<file path="config.mk">
export PLATFORM = sky130hd
export DESIGN_NAME = multicycle_sequencer
export DESIGN_NICKNAME = d
export VERILOG_FILES = /design/src/rtl/multicycle_sequencer.sv
export SDC_FILE = /design/constraint.sdc
export NUM_CORES = 1
export LEC_CHECK = 0
export CAP_MARGIN = 10
export CELL_PAD_IN_SITES_DETAIL_PLACEMENT = 1
export CELL_PAD_IN_SITES_GLOBAL_PLACEMENT = 2
export CORE_MARGIN = 1.5
export CORE_UTILIZATION = 27
export DETAILED_ROUTE_END_ITERATION = 16
export PLACE_DENSITY_LB_ADDON = 0.3
export REMOVE_ABC_BUFFERS = 1
export SLEW_MARGIN = 30
export SYNTH_ARGS = -nofsm -noshare
export SYNTH_HDL_FRONTEND = slang
export SYNTH_SLANG_ARGS = --single-unit
</file>
<file path="constraint.sdc">
create_clock -name clk -period 2.5 [get_ports clk]
set_input_delay 0.75 -clock clk [delete_from_list [all_inputs] [get_ports clk]]
set_output_delay 0.75 -clock clk [all_outputs]
set_load 0.01 [all_outputs]
</file>
<file path="src/rtl/multicycle_sequencer.sv">
// Multi-cycle control sequencer for the rv32i core.
// Walks each instruction through FETCH/DECODE/EXECUTE/MEM/WB, handshakes with
// variable-latency instruction and data memories, strobes the PC and the
// register file once per instruction, and supports halt, memory timeout
// detection and free-running performance counters.
module multicycle_sequencer #(
    parameter int WORD_SIZE  = 32,
    parameter int MAX_WAIT   = 15,
    parameter int PERF_CNT_W = 32
) (
    input  logic                  clk,
    input  logic                  reset,
    output logic                  imem_req,
    input  logic                  imem_ready,
    input  logic [WORD_SIZE-1:0]  imem_rdata,
    output logic [WORD_SIZE-1:0]  instr,
    input  logic                  mem_read,
    input  logic                  mem_write,
    input  logic                  reg_write_req,
    output logic                  dmem_req,
    output logic                  dmem_we,
    input  logic                  dmem_ready,
    output logic                  pc_en,
    output logic                  rf_we,
    output logic                  retire,
    input  logic                  halt,
    output logic                  halted,
    output logic                  timeout_err,
    output logic [PERF_CNT_W-1:0] cycle_count,
    output logic [PERF_CNT_W-1:0] instret_count
);

    localparam int                WAIT_W     = $clog2(MAX_WAIT + 1);
    localparam logic [WAIT_W-1:0] WAIT_LIMIT = WAIT_W'(MAX_WAIT);

    typedef enum logic [2:0] {
        S_FETCH,
        S_DECODE,
        S_EXECUTE,
        S_MEM,
        S_WB,
        S_HALT,
        S_ERR
    } state_t;

    state_t                  state_q;
    logic [WAIT_W-1:0]       wait_cnt_q;
    logic [WORD_SIZE-1:0]    instr_q;
    logic                    imem_req_q;
    logic                    dmem_req_q;
    logic                    dmem_we_q;
    logic                    pc_en_q;
    logic                    rf_we_q;
    logic                    retire_q;
    logic                    halted_q;
    logic                    timeout_err_q;
    logic [PERF_CNT_W-1:0]   cycle_count_q;
    logic [PERF_CNT_W-1:0]   instret_count_q;

    // Sequencer FSM; every output is registered as a function of the state being entered.
    always_ff @(posedge clk) begin
        // NOTE: reset is sampled on the clock edge (synchronous), so it lives inside
        // the clocked branch rather than in the sensitivity list.
        if (!reset) begin
            state_q       <= S_FETCH;
            wait_cnt_q    <= '0;
            instr_q       <= '0;
            imem_req_q    <= 1'b0;
            dmem_req_q    <= 1'b0;
            dmem_we_q     <= 1'b0;
            pc_en_q       <= 1'b0;
            rf_we_q       <= 1'b0;
            retire_q      <= 1'b0;
            halted_q      <= 1'b0;
            timeout_err_q <= 1'b0;
        end else begin
            // NOTE: non-blocking assignments throughout; these defaults make the WB
            // strobes last exactly one cycle unless a branch below re-arms them.
            pc_en_q  <= 1'b0;
            rf_we_q  <= 1'b0;
            retire_q <= 1'b0;

            unique case (state_q)
                S_FETCH: begin
                    if (!imem_req_q) begin
                        // First cycle after reset release: raise the fetch request.
                        imem_req_q <= 1'b1;
                    end else if (imem_ready) begin
                        instr_q    <= imem_rdata;
                        imem_req_q <= 1'b0;
                        wait_cnt_q <= '0;
                        state_q    <= S_DECODE;
                    end else if (wait_cnt_q == WAIT_LIMIT) begin
                        imem_req_q    <= 1'b0;
                        timeout_err_q <= 1'b1;
                        wait_cnt_q    <= '0;
                        state_q       <= S_ERR;
                    end else begin
                        wait_cnt_q <= wait_cnt_q + WAIT_W'(1);
                    end
                end

                S_DECODE: begin
                    state_q <= S_EXECUTE;
                end

                S_EXECUTE: begin
                    if (mem_read || mem_write) begin
                        dmem_req_q <= 1'b1;
                        dmem_we_q  <= mem_write;  // store wins when both are decoded
                        state_q    <= S_MEM;
                    end else begin
                        pc_en_q  <= 1'b1;
                        retire_q <= 1'b1;
                        rf_we_q  <= reg_write_req;
                        state_q  <= S_WB;
                    end
                end

                S_MEM: begin
                    if (dmem_ready) begin
                        dmem_req_q <= 1'b0;
                        dmem_we_q  <= 1'b0;
                        wait_cnt_q <= '0;
                        pc_en_q    <= 1'b1;
                        retire_q   <= 1'b1;
                        rf_we_q    <= reg_write_req;
                        state_q    <= S_WB;
                    end else if (wait_cnt_q == WAIT_LIMIT) begin
                        dmem_req_q    <= 1'b0;
                        dmem_we_q     <= 1'b0;
                        timeout_err_q <= 1'b1;
                        wait_cnt_q    <= '0;
                        state_q       <= S_ERR;
                    end else begin
                        wait_cnt_q <= wait_cnt_q + WAIT_W'(1);
                    end
                end

                S_WB: begin
                    if (halt) begin
                        halted_q <= 1'b1;
                        state_q  <= S_HALT;
                    end else begin
                        imem_req_q <= 1'b1;
                        state_q    <= S_FETCH;
                    end
                end

                S_HALT: begin
                    if (!halt) begin
                        halted_q   <= 1'b0;
                        imem_req_q <= 1'b1;
                        state_q    <= S_FETCH;
                    end
                end

                S_ERR: begin
                    // Only reset leaves the error state.
                    state_q <= S_ERR;
                end

                default: begin
                    imem_req_q    <= 1'b0;
                    dmem_req_q    <= 1'b0;
                    dmem_we_q     <= 1'b0;
                    timeout_err_q <= 1'b1;
                    state_q       <= S_ERR;
                end
            endcase
        end
    end

    // Free-running cycle counter and retired-instruction counter, both wrapping.
    always_ff @(posedge clk) begin
        if (!reset) begin
            cycle_count_q   <= '0;
            instret_count_q <= '0;
        end else begin
            cycle_count_q <= cycle_count_q + PERF_CNT_W'(1);
            if (state_q == S_WB) begin
                instret_count_q <= instret_count_q + PERF_CNT_W'(1);
            end
        end
    end

    assign imem_req      = imem_req_q;
    assign instr         = instr_q;
    assign dmem_req      = dmem_req_q;
    assign dmem_we       = dmem_we_q;
    assign pc_en         = pc_en_q;
    assign rf_we         = rf_we_q;
    assign retire        = retire_q;
    assign halted        = halted_q;
    assign timeout_err   = timeout_err_q;
    assign cycle_count   = cycle_count_q;
    assign instret_count = instret_count_q;

endmodule

</file>
==> impl_metrics.csv <==
group,metric,value,unit
run_status,status,"finished clean",
clock_tree,cts_made_buffers,9,
synthesis,syn_area_per_cell,8.35,um2
placed_design,placed_area,6510,um2
sta,worst_pin_slew,0.554,ns
final_layout,drive_gt1_frac,0.0449,
clock_tree,h-tree-depth,3,
clock_tree,clkTransAtPathRegs,0.08,ns
worst_setup_path,worstPathMaxFanout,8,
detailed_routing,drc,0,
synthesis,yosysSeqAreaShare,0.455,
detailed_routing,ant_nets,0,
final_layout,fin_nets,751,
clock_tree,clock_sinks,110,
pwr,power_density,556,nW/um2
sta,rsz0062_at_grt,"no",
placed_design,gp_congestion,0.774,
global_routing,grt_pass1_wl,23600,um
sta,drv_slew,0,
clock_tree,cts_resized,0,
global_routing,first_global_vias,4766,
detailed_routing,wire_per_inst,15.7,um
clock_tree,clock_latency,0.35,ns
detailed_routing,routed_wl,14700,um
clock_tree,cts_max_path_buffers,2,
worst_setup_path,r2r_slack,0.31,ns
global_routing,track_usage,0.158,
clock_tree,cts_tree,"yes",
worst_setup_path,worst_r2r_endpoint,"cycle_count[30]$_SDFF_PN0_",
floorplan,ios,144,
sta,holdWs,0.457,ns
synthesis,yosysTopAreaCellShare,0.455,
worst_setup_path,cp_num_buf_inv,1,
worst_setup_path,crit_path_start,"cycle_count[4]$_SDFF_PN0_",
worst_setup_path,reg2reg_from,"cycle_count[19]$_SDFF_PN0_",
flow_run,cap_violations,0,
floorplan,core-area,17400,um2
worst_setup_path,critPathArrivalTime,1.47,ns
worst_setup_path,path_class,"reg -> out",
synthesis,synth.largest_area_cell,"dfxtp_1",
worst_setup_path,ff2ff_path_depth,4,
worst_setup_path,crit_chain,"clkdlybuf4s50_1",
worst_setup_path,end_kind,"output pin",
sta,fmax,451,MHz
floorplan,die_x,137,um
clock_tree,hold_buffers,0,
worst_setup_path,crit_end,"cycle_count[4]",
detailed_routing,via_per_inst,5.08,
sta,period_minus_slack,2.22,ns
floorplan,dieArea,18700,um2
placed_design,place_hpwl,10300,um
sta,min_period_over_period,0.887,
sta,hold_viol_final,0,
synthesis,synthArstFlopShare,0,
placed_design,post-place-ws,0.270,ns
synthesis,synth_area_leaders,"dfxtp_1 (45%), a21oi_1 (7.8%), nand2_1 (7.2%)",
worst_setup_path,critPathMaxStageDelay,0.60,ns
worst_hold_path,min_from,"instr[7]$_SDFFE_PN0P_",
sta,slew_headroom,0.630,
global_routing,antenna_found_initial,0,
worst_hold_path,worstHoldPathType,"reg -> reg",
worst_setup_path,cpLargestDelayFamily,"buffers and inverters",
global_routing,grt_start_max_net_pins,63,
worst_setup_path,path_depth,1,
worst_setup_path,cp.required,1.75,ns
final_layout,multi_input_area,2450,um2
floorplan,rows,48,
synthesis,ys_ff_latch,110,
global_routing,grt.overflow.total,0,
placed_design,io_buffers,143,
final_layout,area.sequential,2200,um2
synthesis,synthCells,580,
synthesis,synth_edf_count,0,
floorplan,die_y,137,um
detailed_routing,drt-initial-drc-count,142,
final_layout,syn2layout_area_growth,40.8,%
pwr,power_leakage,2.21,nW
synthesis,ys.flop_type,"dfxtp_1",
synthesis,synth-warning-count,0,
final_layout,fillCellCount,2028,
floorplan,initial_core_util,0.278,
sta,tns,0,ns
worst_setup_path,cp_slowest_cell,"clkdlybuf4s50_1",
clock_tree,cts_root_buf,"clkbuf_16",
clock_tree,cts_setup_buffers,0,
sta,finClkSkew,0.00846,ns
detailed_routing,drtPass1Iterations,4,
sta,setup_viol,0,
final_layout,antenna_cells,0,
worst_setup_path,critPathLaunchType,"flip-flop",
synthesis,synth.distinct_cells,46,
synthesis,syn_area,4840,um2
pwr,power,3.79,mW
detailed_routing,vias,4762,
final_layout,finalInstanceArea,6810,um2
sta,setup_ws,0.281,ns
pwr,ir_drop,321,uV
-- how the worst min path moves through the flow --
stage,end,slack (ns),cells past startpoint
after global placement,instr[2]$_SDFFE_PN0P_,0.44,2
final,instr[7]$_SDFFE_PN0P_,0.46,2
after global routing,instr[18]$_SDFFE_PN0P_,0.48,2
after CTS,instr[28]$_SDFFE_PN0P_,0.46,2
after floorplan,wait_cnt_q[1]$_SDFFE_PN0P_,0.45,2
after detailed placement,instr[28]$_SDFFE_PN0P_,0.45,2
-- cell usage in the layout, fill, tap and decap left out, types with 8 or more instances in the layout --
master	netlist	final
clkdlybuf4s50_1	0	143
dfxtp_1	110	110
nand2_1	93	93
a21oi_1	75	75
nor2_1	33	33
or4_1	26	26
nand4_1	24	24
o31ai_1	24	24
nand3_1	21	21
o21ai_0	19	19
xor2_1	19	19
and4_1	10	10
or3_1	10	10
clkbuf_16	0	9
buf_4	1	9
and3_1	8	8
inv_1	8	8
xnor2_1	8	8
-- where the power goes --
group / internal [mW] / leakage, nW / switching, mW / total, mW
Clock: 0.813 / 0.149 / 0.681 / 1.49
Combinational: 0.226 / 1.17 / 0.221 / 0.447
Sequential: 1.81 / 0.890 / 0.0393 / 1.85
-- state kept, by name, indices dropped and copies added (netlist names), 3 cells and up --
name           cells
cycle_count       32
instr             32
instret_count     32
state_q            3
wait_cnt_q         4
-- cell families after synthesis --
kind of cell / count (synthesis) / synth area share
DFF: 110 / 0.455
muxes: 4 / 0.00827
AOI/OAI and AO/OA: 133 / 0.159
buffers and inverters: 46 / 0.0390
xor gates and xnor gates: 27 / 0.0489
and+or+nand+nor: 257 / 0.283
adders and majority gates: 3 / 0.00775
-- synthesized netlist by cell type (2+ instances only) --
| master | count |
|---|---|
| and2_1 | 6 |
| dfxtp_1 | 110 |
| nor3_1 | 6 |
| nand2b_1 | 4 |
| or3_1 | 10 |
| and4_1 | 10 |
| buf_2 | 4 |
| o31ai_1 | 24 |
| nand2_1 | 93 |
| xnor2_1 | 8 |
| or3b_2 | 2 |
| nor2_1 | 33 |
| ha_1 | 3 |
| a31oi_1 | 3 |
| a21oi_1 | 75 |
| and3_1 | 8 |
| a211oi_1 | 4 |
| inv_1 | 8 |
| nand4_1 | 24 |
| nor3b_1 | 2 |
| and4b_1 | 2 |
| or4_1 | 26 |
| o21ai_0 | 19 |
| nor2b_1 | 2 |
| clkbuf_1 | 30 |
| xor2_1 | 19 |
| nor4_1 | 3 |
| nand3_1 | 21 |
| mux2i_1 | 4 |
-- through the flow --
step,util,instances
after floorplan,-,543
after global placement,0.374,922
after detailed placement,0.374,922
after CTS,0.391,938
after global routing,0.391,938
final,0.391,938
-- tightest hold or removal path, stage by stage (launching register included) --
cell and delay [ns]:
dfxtp_1 0.31, nand2_1 0.05, a21oi_1 0.05
-- layout make-up --
cell class                      count  share of cell area
Tap cell                          225              0.0413
Inverter                            9             0.00496
Multi-Input combinational cell    424               0.360
Clock buffer                       10              0.0351
Clock inverter                      6              0.0101
Timing Repair Buffer              154               0.226
Sequential cell                   110               0.323
-- metal layers --
| metal | track usage | vias to the layer above | share of wire |
|---|---|---|---|
| li1 | - | 2348 | - |
| met1 | 0.205 | 2298 | 0.47 |
| met2 | 0.259 | 100 | 0.46 |
| met3 | 0.0330 | 16 | 0.048 |
| met4 | 0.0544 | 0 | 0.015 |
| met5 | 0 | - | 0 |
Note: power is estimated with default switching activity, not from simulation.
==> RTL edit 1, RTL diff (same settings) <==
Re-encode `state_t` (7 states) as one-hot, 7 bits wide.
--- a/src/rtl/multicycle_sequencer.sv
+++ b/src/rtl/multicycle_sequencer.sv
@@ -34,12 +34,12 @@
     localparam logic [WAIT_W-1:0] WAIT_LIMIT = WAIT_W'(MAX_WAIT);
 
-    typedef enum logic [2:0] {
-        S_FETCH,
-        S_DECODE,
-        S_EXECUTE,
-        S_MEM,
-        S_WB,
-        S_HALT,
-        S_ERR
+    typedef enum logic [6:0] {
+        S_FETCH   = 7'b0000001,
+        S_DECODE  = 7'b0000010,
+        S_EXECUTE = 7'b0000100,
+        S_MEM     = 7'b0001000,
+        S_WB      = 7'b0010000,
+        S_HALT    = 7'b0100000,
+        S_ERR     = 7'b1000000
     } state_t;
 
Behaviour: no difference found for any inputs over 10 cycles, from zero or initial values and one cycle with reset low; not proved beyond that.
==> RTL edit 1 against the original RTL <==
  * Register-to-register slack gained 0.04 ns
  * Final area grew 6.8%
  * Die area is 1.3% higher
  * Wire length up 2.1%
  * Non-clock buffer count grew 6
  * Sequential cell count up 4
  * Fmax fell by 0.92%
  * Setup slack worse by 0.021 ns
  * Synthesized area up 1.4%
  * Largest cell class unchanged
  * Critical path type unchanged
Power is not compared: it rests on default switching activity, and its combinational part moved more than twofold at a synthesized area within 25%.
==> RTL edit 1: results (changes against the original RTL) <==
status=finished clean; final HPWL from detailed placement=10680 µm (+4.1%); worst-skew pair later-pin latency=0.42 ns (+0.07 ns); fillers=2112 (+4.1%); clock skew=0.009641 ns (+0.001177 ns); global-route wire length before repair=24140 µm (+2.2%); clk cell area share=8.977% (+4.5 points); Layout Nets=774 (+3.1%); number of H-tree levels=4 (+1); count of cell types in the netlist=52 (+13%); CTS sink cnt=114 (+3.6%); met1 WL=6594 µm (-5.5%); met2 usage=27.78% (+1.9 points); largest net degree at the start of global routing=44 (-30%); Commonest cells post-synth=114 x dfxtp_1, 91 x nand2_1, 72 x nor2_1, 45 x xor2_1, 43 x a21oi_1; Critical Path AT=1.49 ns (+0.02 ns); clk_buf instances=22 (+12); Non-clock buffer share=21.77% (-0.81 points); Synth area leaders=dfxtp_1 47%, xor2_1 8.0%, nand2_1 7.0%; post-synthesis sequential area ratio=46.51% (+1.0 points); met1 Track Usage GR=19.88% (-0.63 points); met3 GRT Util=3.863% (+0.57 points); Iter 0 DRT Violations=158 (+11%); area of the multi-input gates=2436 µm² (-0.56%); DR WL met3=506 µm (-29%)
[RTL edit 1: per-stage QoR]
stage	hold WS [ns]	setup slack (ns)	cell area, µm²	instances
after floorplan	0.4620	-0.1814	4752	552
after global placement	0.4423	0.4211	6623	941
after detailed placement	0.4503	0.3919	6623	941
after CTS	0.4587	0.2336	7276	973
after global routing	0.4781	0.1952	7276	973
final	0.4562	0.2609	7276	973
[RTL edit 1: final timing paths]
path / startpoint / end / slack [ns] / cells past startpoint
worst min register to register: instr[6] / instr[6] / 0.46 / 2
worst min-delay path: instr[6] / instr[6] / 0.46 / 2
worst max-delay path: instret_count[5] / instret_count[5] / 0.26 / 1
worst max register to register: state_q[4] / instret_count[29] / 0.35 / 6
[RTL edit 1: kinds of logic after synthesis]
| kind of cell | share of synthesized area, % |
|---|---|
| xor gates and xnor gates | 11.24 |
| muxes | 0.4080 |
| DFF | 46.51 |
| AOI/OAI and AO/OA | 8.287 |
| buffers and inverters | 3.850 |
| and+or+nand+nor | 28.94 |
| adders and majority gates | 0.7650 |
==> RTL edit 2, RTL diff (same settings) <==
Made on the original files. Set the parameter `WORD_SIZE` to 16 (it was 32).
--- a/src/rtl/multicycle_sequencer.sv
+++ b/src/rtl/multicycle_sequencer.sv
@@ -5,5 +5,5 @@
 // detection and free-running performance counters.
 module multicycle_sequencer #(
-    parameter int WORD_SIZE  = 32,
+    parameter int WORD_SIZE  = 16,
     parameter int MAX_WAIT   = 15,
     parameter int PERF_CNT_W = 32
Interface: changed (resized imem_rdata and instr); port bits go from 144 to 112. No check against the original RTL was run, so the function may have changed too.
==> RTL edit 2 against the original RTL <==
  * Critical endpoint is now cycle_count[20]
  * Final area fell by 11%
  * Synthesized area down 10%
  * Utilization is 0.75 points lower
  * Count of clock-buffer cells in the layout did not move
  * Final cell count is 9.4% lower
  * Sequential cell count fell by 16
  * Die area down 10%
  * Largest cell class unchanged
  * Setup slack lost 0.031 ns
  * Wire length fell by 9.6%
  * Non-clock buffer count decreased by 26
  * Critical path depth up 4
Power is not compared: it rests on default switching activity, and its combinational part moved more than twofold at a synthesized area within 25%.
==> RTL edit 2: results (changes against the original RTL) <==
status=finished clean; average routed wire per standard cell=15.68 µm (-0.20%); clock skew=0.007260 ns (-0.001204 ns); CP max FO=15 (+7); vias in the first global route=4233 (-11%); Crit Path Class=register to register; Post-Layout Cell Count=850 (-9.4%); Hold Startpoint=instr[4]; Synth area leaders=dfxtp_1 43%, a21oi_1 6.3%, nand2_1 5.9%; count of cell types in the netlist=48 (+4.3%); Layout Nets=656 (-13%); CP max-delay cell=or4_1; global-route wire length before repair=21570 µm (-8.7%); final HPWL from detailed placement=9516 µm (-7.3%); Critical Path AT=2.53 ns (+1.06 ns); Final Critical Period=2.249 ns (+0.03052 ns); met2 usage=27.54% (+1.7 points); Worst-Margin Slew=0.5901 ns (+0.03566 ns); fillers=1897 (-6.5%); ratio of cells with drive above 1 in the final layout=6.151% (+1.7 points); CP top delay family=simple AND/OR/NAND/NOR gates; placed cell area=5727 µm² (-12%); met3 GRT Util=4.305% (+1.0 points); worst r2r src=cycle_count[1]; post-synthesis sequential area ratio=43.34% (-2.1 points); largest net degree at the start of global routing=39 (-38%)
## RTL edit 2: worst paths after layout
path                                   endpoint  cells after the start
worst min-delay path                   instr[4]                      2
worst max register to register  cycle_count[20]                      5
worst max-delay path            cycle_count[20]                      5
worst min register to register         instr[4]                      2
## RTL edit 2: final cells by class
class / instances / area, µm² / share of cell area (%)
timing repair buffer: 128 / 1251 / 20.68
sequential: 94 / 1882 / 31.10
tap: 216 / 270.3 / 4.467
clock buffer: 10 / 239.0 / 3.950
multi-input combinational: 388 / 2293 / 37.90
clock inverter: 6 / 85.08 / 1.406
inverter: 8 / 30.03 / 0.4963
## RTL edit 2: per-layer routing
layer  wire length (µm)  part of all wire (%)
met5                  0                     0
met4                170                   1.3
met3                625                   4.7
met2               6388                    48
met1               6140                    46
## RTL edit 2: cell families (layout without fill, tap and decap cells)
family	count (synthesis)	count (layout)	share of synthesized area [%]
compound gates	113	113	15.30
xor+xnor	26	26	5.245
fa+ha+maj	3	3	0.8646
buf+inv	42	152	3.833
flops	94	94	43.34
mux	6	6	1.383
simple gates	240	240	30.03
## RTL edit 2: stage by stage
step                      utilization [%]  hold slack (ns)  power, mW
after global routing                38.37           0.4773      4.308
after CTS                           38.37           0.4597      4.164
after detailed placement            36.31           0.4502      2.622
after floorplan                         -           0.4492      2.178
after global placement              36.31           0.4430      2.592
final                               38.37           0.4579      4.083
## RTL edit 2: report_power, final
group          internal, mW  switching (mW)
clock                 0.900           0.601
sequential             1.60          0.0815
combinational         0.411           0.489
## RTL edit 2: worst reg2reg max path, stage by stage, from the launching register on
cell,delay [ns]
dfxtp_1,0.44
ha_1,0.31
nand2_1,0.17
or4_1,0.68
or3_1,0.43
a21oi_1,0.14
